===== src/rtl/clint_bus_arbiter.sv =====
// clint_bus_arbiter
//   Shares one CLINT register port between N_REQ requesters. Each requester
//   owns a one-entry buffer. Pending buffers are granted round-robin, and the
//   owner's transaction is driven to the CLINT side until s_ready arrives or
//   TIMEOUT BUSY cycles pass. The result is returned to that requester as a
//   one-cycle m_ready pulse.
//
// Ports
//   clk, reset      clock, synchronous active-high reset
//   m_valid         per-requester one-cycle request pulse
//   m_address       packed requester addresses, requester i at [i*ADDR_W +: ADDR_W]
//   m_wdata         packed write data, same packing
//   m_wstrb         packed byte strobes (all-zero = read)
//   m_rdata         response data, shared, non-zero only in RESP
//   m_ready         per-requester one-cycle completion pulse
//   s_valid/s_address/s_wdata/s_wstrb   CLINT-side request, non-zero only in BUSY
//   s_rdata, s_ready                    CLINT-side response
//   grant           one-hot owner during BUSY/RESP, zero in IDLE
//   timeout_err     set together with m_ready when the response timed out
//   dbg_state       current FSM state (0 IDLE, 1 BUSY, 2 RESP)
//
// Handshake: a request is a single-cycle m_valid pulse. The request is
// accepted when the requester's buffer is empty, or during its own RESP
// cycle; otherwise it is dropped. s_valid is held with stable fields
// throughout BUSY, and the CLINT completes the transfer by raising s_ready
// in any BUSY cycle. s_ready is ignored in every other state. m_ready is a
// single-cycle pulse that the requester cannot stall.
module clint_bus_arbiter #(
  parameter int N_REQ   = 2,
  parameter int ADDR_W  = 16,
  parameter int DATA_W  = 32,
  parameter int TIMEOUT = 8
) (
  input  logic                         clk,
  input  logic                         reset,
  input  logic [N_REQ-1:0]             m_valid,
  input  logic [N_REQ*ADDR_W-1:0]      m_address,
  input  logic [N_REQ*DATA_W-1:0]      m_wdata,
  input  logic [N_REQ*(DATA_W/8)-1:0]  m_wstrb,
  output logic [DATA_W-1:0]            m_rdata,
  output logic [N_REQ-1:0]             m_ready,
  output logic                         s_valid,
  output logic [ADDR_W-1:0]            s_address,
  output logic [DATA_W-1:0]            s_wdata,
  output logic [DATA_W/8-1:0]          s_wstrb,
  input  logic [DATA_W-1:0]            s_rdata,
  input  logic                         s_ready,
  output logic [N_REQ-1:0]             grant,
  output logic                         timeout_err,
  output logic [1:0]                   dbg_state
);

  localparam int STRB_W = DATA_W / 8;
  localparam int IDX_W  = $clog2(N_REQ);
  localparam int CNT_W  = $clog2(TIMEOUT);

  localparam logic [IDX_W-1:0] LAST_RST = IDX_W'(N_REQ - 1);
  localparam logic [CNT_W-1:0] CNT_MAX  = CNT_W'(TIMEOUT - 1);

  localparam logic [1:0] ST_IDLE = 2'd0;
  localparam logic [1:0] ST_BUSY = 2'd1;
  localparam logic [1:0] ST_RESP = 2'd2;

  logic [1:0]        state_q, state_d;
  logic [N_REQ-1:0]  pend_q, pend_d;
  logic [ADDR_W-1:0] addr_q  [N_REQ];
  logic [ADDR_W-1:0] addr_d  [N_REQ];
  logic [DATA_W-1:0] wdata_q [N_REQ];
  logic [DATA_W-1:0] wdata_d [N_REQ];
  logic [STRB_W-1:0] wstrb_q [N_REQ];
  logic [STRB_W-1:0] wstrb_d [N_REQ];
  logic [IDX_W-1:0]  owner_q, owner_d;
  logic [IDX_W-1:0]  last_q, last_d;
  logic [CNT_W-1:0]  cnt_q, cnt_d;
  logic [DATA_W-1:0] rdata_q, rdata_d;
  logic              err_q, err_d;

  logic              sel_found;
  logic [IDX_W-1:0]  sel_idx;
  logic              own_resp;
  logic              busy, resp;

  // Round-robin pick: first pending index starting just after the last owner.
  always_comb begin
    int j;
    sel_found = 1'b0;
    sel_idx   = '0;
    j         = 0;
    for (int k = 1; k <= N_REQ; k++) begin
      j = int'(last_q) + k;
      if (j >= N_REQ) j = j - N_REQ;
      if (!sel_found && pend_q[j[IDX_W-1:0]]) begin
        sel_found = 1'b1;
        sel_idx   = j[IDX_W-1:0];
      end
    end
  end

  always_comb begin
    state_d  = state_q;
    pend_d   = pend_q;
    addr_d   = addr_q;
    wdata_d  = wdata_q;
    wstrb_d  = wstrb_q;
    owner_d  = owner_q;
    last_d   = last_q;
    cnt_d    = cnt_q;
    rdata_d  = rdata_q;
    err_d    = err_q;
    own_resp = 1'b0;

    // Buffer capture. The owner may reload in its own RESP cycle, so the
    // clear on completion is overridden by a fresh request in that cycle.
    for (int i = 0; i < N_REQ; i++) begin
      own_resp = (state_q == ST_RESP) && (owner_q == IDX_W'(i));
      if (own_resp) pend_d[i] = 1'b0;
      if (m_valid[i] && (!pend_q[i] || own_resp)) begin
        pend_d[i]  = 1'b1;
        addr_d[i]  = m_address[i*ADDR_W +: ADDR_W];
        wdata_d[i] = m_wdata[i*DATA_W +: DATA_W];
        wstrb_d[i] = m_wstrb[i*STRB_W +: STRB_W];
      end
    end

    case (state_q)
      ST_IDLE: begin
        if (sel_found) begin
          owner_d = sel_idx;
          cnt_d   = '0;
          state_d = ST_BUSY;
        end
      end
      ST_BUSY: begin
        if (s_ready) begin
          rdata_d = s_rdata;
          err_d   = 1'b0;
          state_d = ST_RESP;
        end else if (cnt_q == CNT_MAX) begin
          rdata_d = '0;
          err_d   = 1'b1;
          state_d = ST_RESP;
        end else begin
          cnt_d = cnt_q + 1'b1;
        end
      end
      ST_RESP: begin
        last_d  = owner_q;
        state_d = ST_IDLE;
      end
      default: state_d = ST_IDLE;
    endcase
  end

  always_ff @(posedge clk) begin
    if (reset) begin
      state_q <= ST_IDLE;
      pend_q  <= '0;
      owner_q <= '0;
      last_q  <= LAST_RST;
      cnt_q   <= '0;
      rdata_q <= '0;
      err_q   <= 1'b0;
      for (int i = 0; i < N_REQ; i++) begin
        addr_q[i]  <= '0;
        wdata_q[i] <= '0;
        wstrb_q[i] <= '0;
      end
    end else begin
      state_q <= state_d;
      pend_q  <= pend_d;
      owner_q <= owner_d;
      last_q  <= last_d;
      cnt_q   <= cnt_d;
      rdata_q <= rdata_d;
      err_q   <= err_d;
      for (int i = 0; i < N_REQ; i++) begin
        addr_q[i]  <= addr_d[i];
        wdata_q[i] <= wdata_d[i];
        wstrb_q[i] <= wstrb_d[i];
      end
    end
  end

  assign busy = (state_q == ST_BUSY);
  assign resp = (state_q == ST_RESP);

  always_comb begin
    s_valid     = busy;
    s_address   = busy ? addr_q[owner_q]  : '0;
    s_wdata     = busy ? wdata_q[owner_q] : '0;
    s_wstrb     = busy ? wstrb_q[owner_q] : '0;
    m_rdata     = resp ? rdata_q : '0;
    timeout_err = resp && err_q;
    m_ready     = '0;
    grant       = '0;
    for (int i = 0; i < N_REQ; i++) begin
      m_ready[i] = resp && (owner_q == IDX_W'(i));
      grant[i]   = (busy || resp) && (owner_q == IDX_W'(i));
    end
    dbg_state = state_q;
  end

endmodule


===== config.mk =====
export PLATFORM = sky130hd
export DESIGN_NAME = clint_bus_arbiter
export DESIGN_NICKNAME = d
export VERILOG_FILES = /design/src/rtl/clint_bus_arbiter.sv
export SDC_FILE = /design/constraint.sdc
export NUM_CORES = 1
export LEC_CHECK = 0
export CORE_MARGIN = 4
export CORE_UTILIZATION = 40
export DETAILED_ROUTE_END_ITERATION = 10
export GPL_ROUTABILITY_DRIVEN = 0
export GPL_TIMING_DRIVEN = 0
export PLACE_DENSITY = 0.79
export SLEW_MARGIN = 20
export SYNTH_ARGS = -nofsm -noshare
export SYNTH_HDL_FRONTEND = slang
export SYNTH_SLANG_ARGS = --single-unit

===== constraint.sdc =====
create_clock -name clk -period 2.3 [get_ports clk]
set_clock_uncertainty 0.1 [all_clocks]
set_input_delay 0.345 -clock clk [delete_from_list [all_inputs] [get_ports clk]]
set_output_delay 0.345 -clock clk [all_outputs]
set_load 0.005 [all_outputs]

==> impl_metrics.json <==
{
  "outcome": "finished clean",
  "synth.yosys.seq_area_share_pct": 46.1,
  "start_util_pct": 41.2,
  "grt_pass1_vias": 5998,
  "num_rows": 45,
  "yosys_register_bits": 146,
  "synth_top_cell_by_area": "dfxtp_1",
  "dp_hpwl_um": 14100,
  "fin_crit_sh_pct": 97.0,
  "dr.pass1.iters": 7,
  "cts_num_sinks": 146,
  "cts_root_buffer": "clkbuf_16",
  "r2r_start": "dbg_state[1]",
  "final_common_cell": "dfxtp_1",
  "grtUsageTotal_pct": 21.6,
  "hold_class": "primary input to register",
  "grt_first_pass_wirelength_um": 30700,
  "insertedDiodeCount": 0,
  "insertion_delay_ns": 0.42,
  "n_fill_cell": 1353,
  "die_x_um": 134,
  "drive_gt1_share_pct": 10.1,
  "ir_worst_vdd_mv": 0.508,
  "layout.nets": 1127,
  "clockBufferDepth": 2,
  "end_kind": "output port",
  "clock.fmax_mhz": 448,
  "whs_path_depth": 2,
  "cp_num_buf_inv": 5,
  "post-route-util_pct": 63.8,
  "finalSetupViolations": 0,
  "synthDistinctLibCells": 28,
  "drt_wl_total_um": 19500,
  "grt_max_degree": 17,
  "maxCapViolCount": 0,
  "grt-ovfl-total": 0,
  "grt_antenna_before_repair": 1,
  "drtIter0Drc": 212,
  "cts_tree": "yes",
  "required_ns": 1.86,
  "r2r_slack_ns": 0.12,
  "ctsHtreeMaxLevel": 4,
  "multi_input_area_um2": 3160,
  "crit_arrival_ns": 1.79,
  "crit_chain": "inv_2 > ha_1 > buf_6 > buf_4 > buf_8 > nor2b_1 > dlygate4sd2_1",
  "final_cell_mix": "dfxtp_1 (143), clkdlybuf4s50_1 (141), nand2_1 (110), mux2i_1 (105), nor2_1 (90)",
  "whs_endpoint": "wdata_q[37]",
  "syn2layout_area_growth_pct": 54.7,
  "final_antenna_net_count": 0,
  "routed_via_density": 4.81,
  "critical-path-top-delay-family": "buffers and inverters",
  "die-area_um2": 17900,
  "seqCellArea_um2": 2930,
  "tightest_slew_ns": 0.651,
  "slew_headroom_pct": 56.6,
  "numCtsBuffers": 17,
  "rr_endpoint": "cnt_q[0]",
  "drv_slew": 0,
  "start_kind": "register",
  "synthesis.area_um2": 6330,
  "die-height_um": 134,
  "rsz0062_at_grt": "false",
  "vias": 5788,
  "critical_path_depth": 7,
  "cp_max_fo": 10,
  "critPathLaunch": "dbg_state[1]",
  "synth_top_area_share_pct": 46.1,
  "drc": 0,
  "pin_count": 233,
  "port_buffers": 231,
  "r2r_cells": 9,
  "synth_area_leaders": "dfxtp_1 (46%), mux2i_1 (17%), nand2_1 (6.6%)",
  "post-place-ws_ns": -0.316,
  "pwr_density_cell_nw_per_um2": 780,
  "clkTransAtPathRegs_ns": 0.06,
  "hp-start": "reset",
  "synth.avg_cell_area_um2": 8.86,
  "synth_cells": 715,
  "syn-num-nets": 863,
  "period_needed_ns": 2.23,
  "slowest_delay_ns": 0.36,
  "yosysWarnings": 0,
  "critPathKind": "register to output port",
  "critPathSlowestCell": "dfxtp_4",
  "wire_per_inst_um": 16.2,
  "hold_viol": 0,
  "coreArea_um2": 15400,
  "power.leakage_uw": 0.00432,
  "fin_ws_ns": 0.0695
}
[repair_timing]
item	in CTS	in global routing
setup buffers	6	7
pin swaps	0	1
cloned	2	0
resized for setup	126	48
endpoints found under the setup margin	140	34
hold buffers	0	0
[logic make-up (layout without fill, tap and decap cells)]
group | count (synthesis) | in the layout | share of synthesized area [%]
flops | 146 | 146 | 46.1
compound gates | 98 | 98 | 9.42
mux | 106 | 106 | 16.7
fa+ha+maj | 7 | 7 | 1.38
buf+inv | 61 | 338 | 4.72
simple gates | 297 | 297 | 21.6
[synthesized netlist by cell type (all sizes together)]
cell type and n:
a221o 1, o31ai 2, a21oi 58, nor2 90, nand2b 3, nor2b 53, ha 7, and2 35
o21ai 2, a22oi 32, or3b 1, clkbuf 31, nand3b 2, a21boi 2, mux2i 106, dfxtp 146
nand2 111, buf 24, a32oi 1, inv 6, nor3b 1, nor3 1
[per-stage QoR]
stage / cells / hold WS, ns / total power, µW / TNS (ns) / instance area, µm²
2_1_floorplan: 715 / 0.336 / 3890 / 0 / 6330
3_3_place_gp: 1157 / 0.342 / 4650 / -14.83 / 8910
3_5_place_dp: 1157 / 0.346 / 4680 / -13.87 / 8910
4_1_cts: 1197 / 0.245 / 7660 / -2.46 / 9650
5_1_grt: 1203 / 0.272 / 8020 / 0 / 9800
6_report: 1203 / 0.246 / 7650 / 0 / 9800
[final cells by class]
| type | instances | area share (%) |
|---|---|---|
| multi-input cells | 508 | 32.2 |
| repair buffers | 246 | 24.6 |
| plain buffers | 54 | 4.23 |
| clock buffers | 18 | 4.38 |
| clock inverters | 14 | 1.66 |
| well taps | 211 | 2.69 |
| flip-flops and latches | 146 | 29.9 |
| inverters | 6 | 0.255 |
[registers in the layout, indices dropped and copies added, names as in the netlist]
register,cells
wdata_q,64
owner_q,1
pend_q,2
addr_q,32
err_q,1
wstrb_q,8
dbg_state,2
last_q,1
rdata_q,32
cnt_q,3
[layer usage]
metal	GRT usage, %	wire length, µm
met1	25.8	8170
met2	36.5	9240
met3	8.74	1830
met4	5.43	253
met5	0	19
[report_power, final]
group,internal (µW),total (µW),switching (µW),leakage (µW)
Combinational,1100,2010,902,0.00284
Sequential,2740,2860,115,0.00120
Clock,1700,2790,1090,0.000282
[worst max-delay path by stage]
| stage | to | slack (ns) |
|---|---|---|
| after floorplan | cnt_q[0] | 0.40 |
| after global placement | wdata_q[31] | -0.30 |
| after detailed placement | addr_q[0] | -0.32 |
| after CTS | s_address[7] | -0.19 |
| after global routing | s_wdata[12] | 0.009 |
| final | s_wdata[7] | 0.07 |
Power figures use the tool's default switching activity.
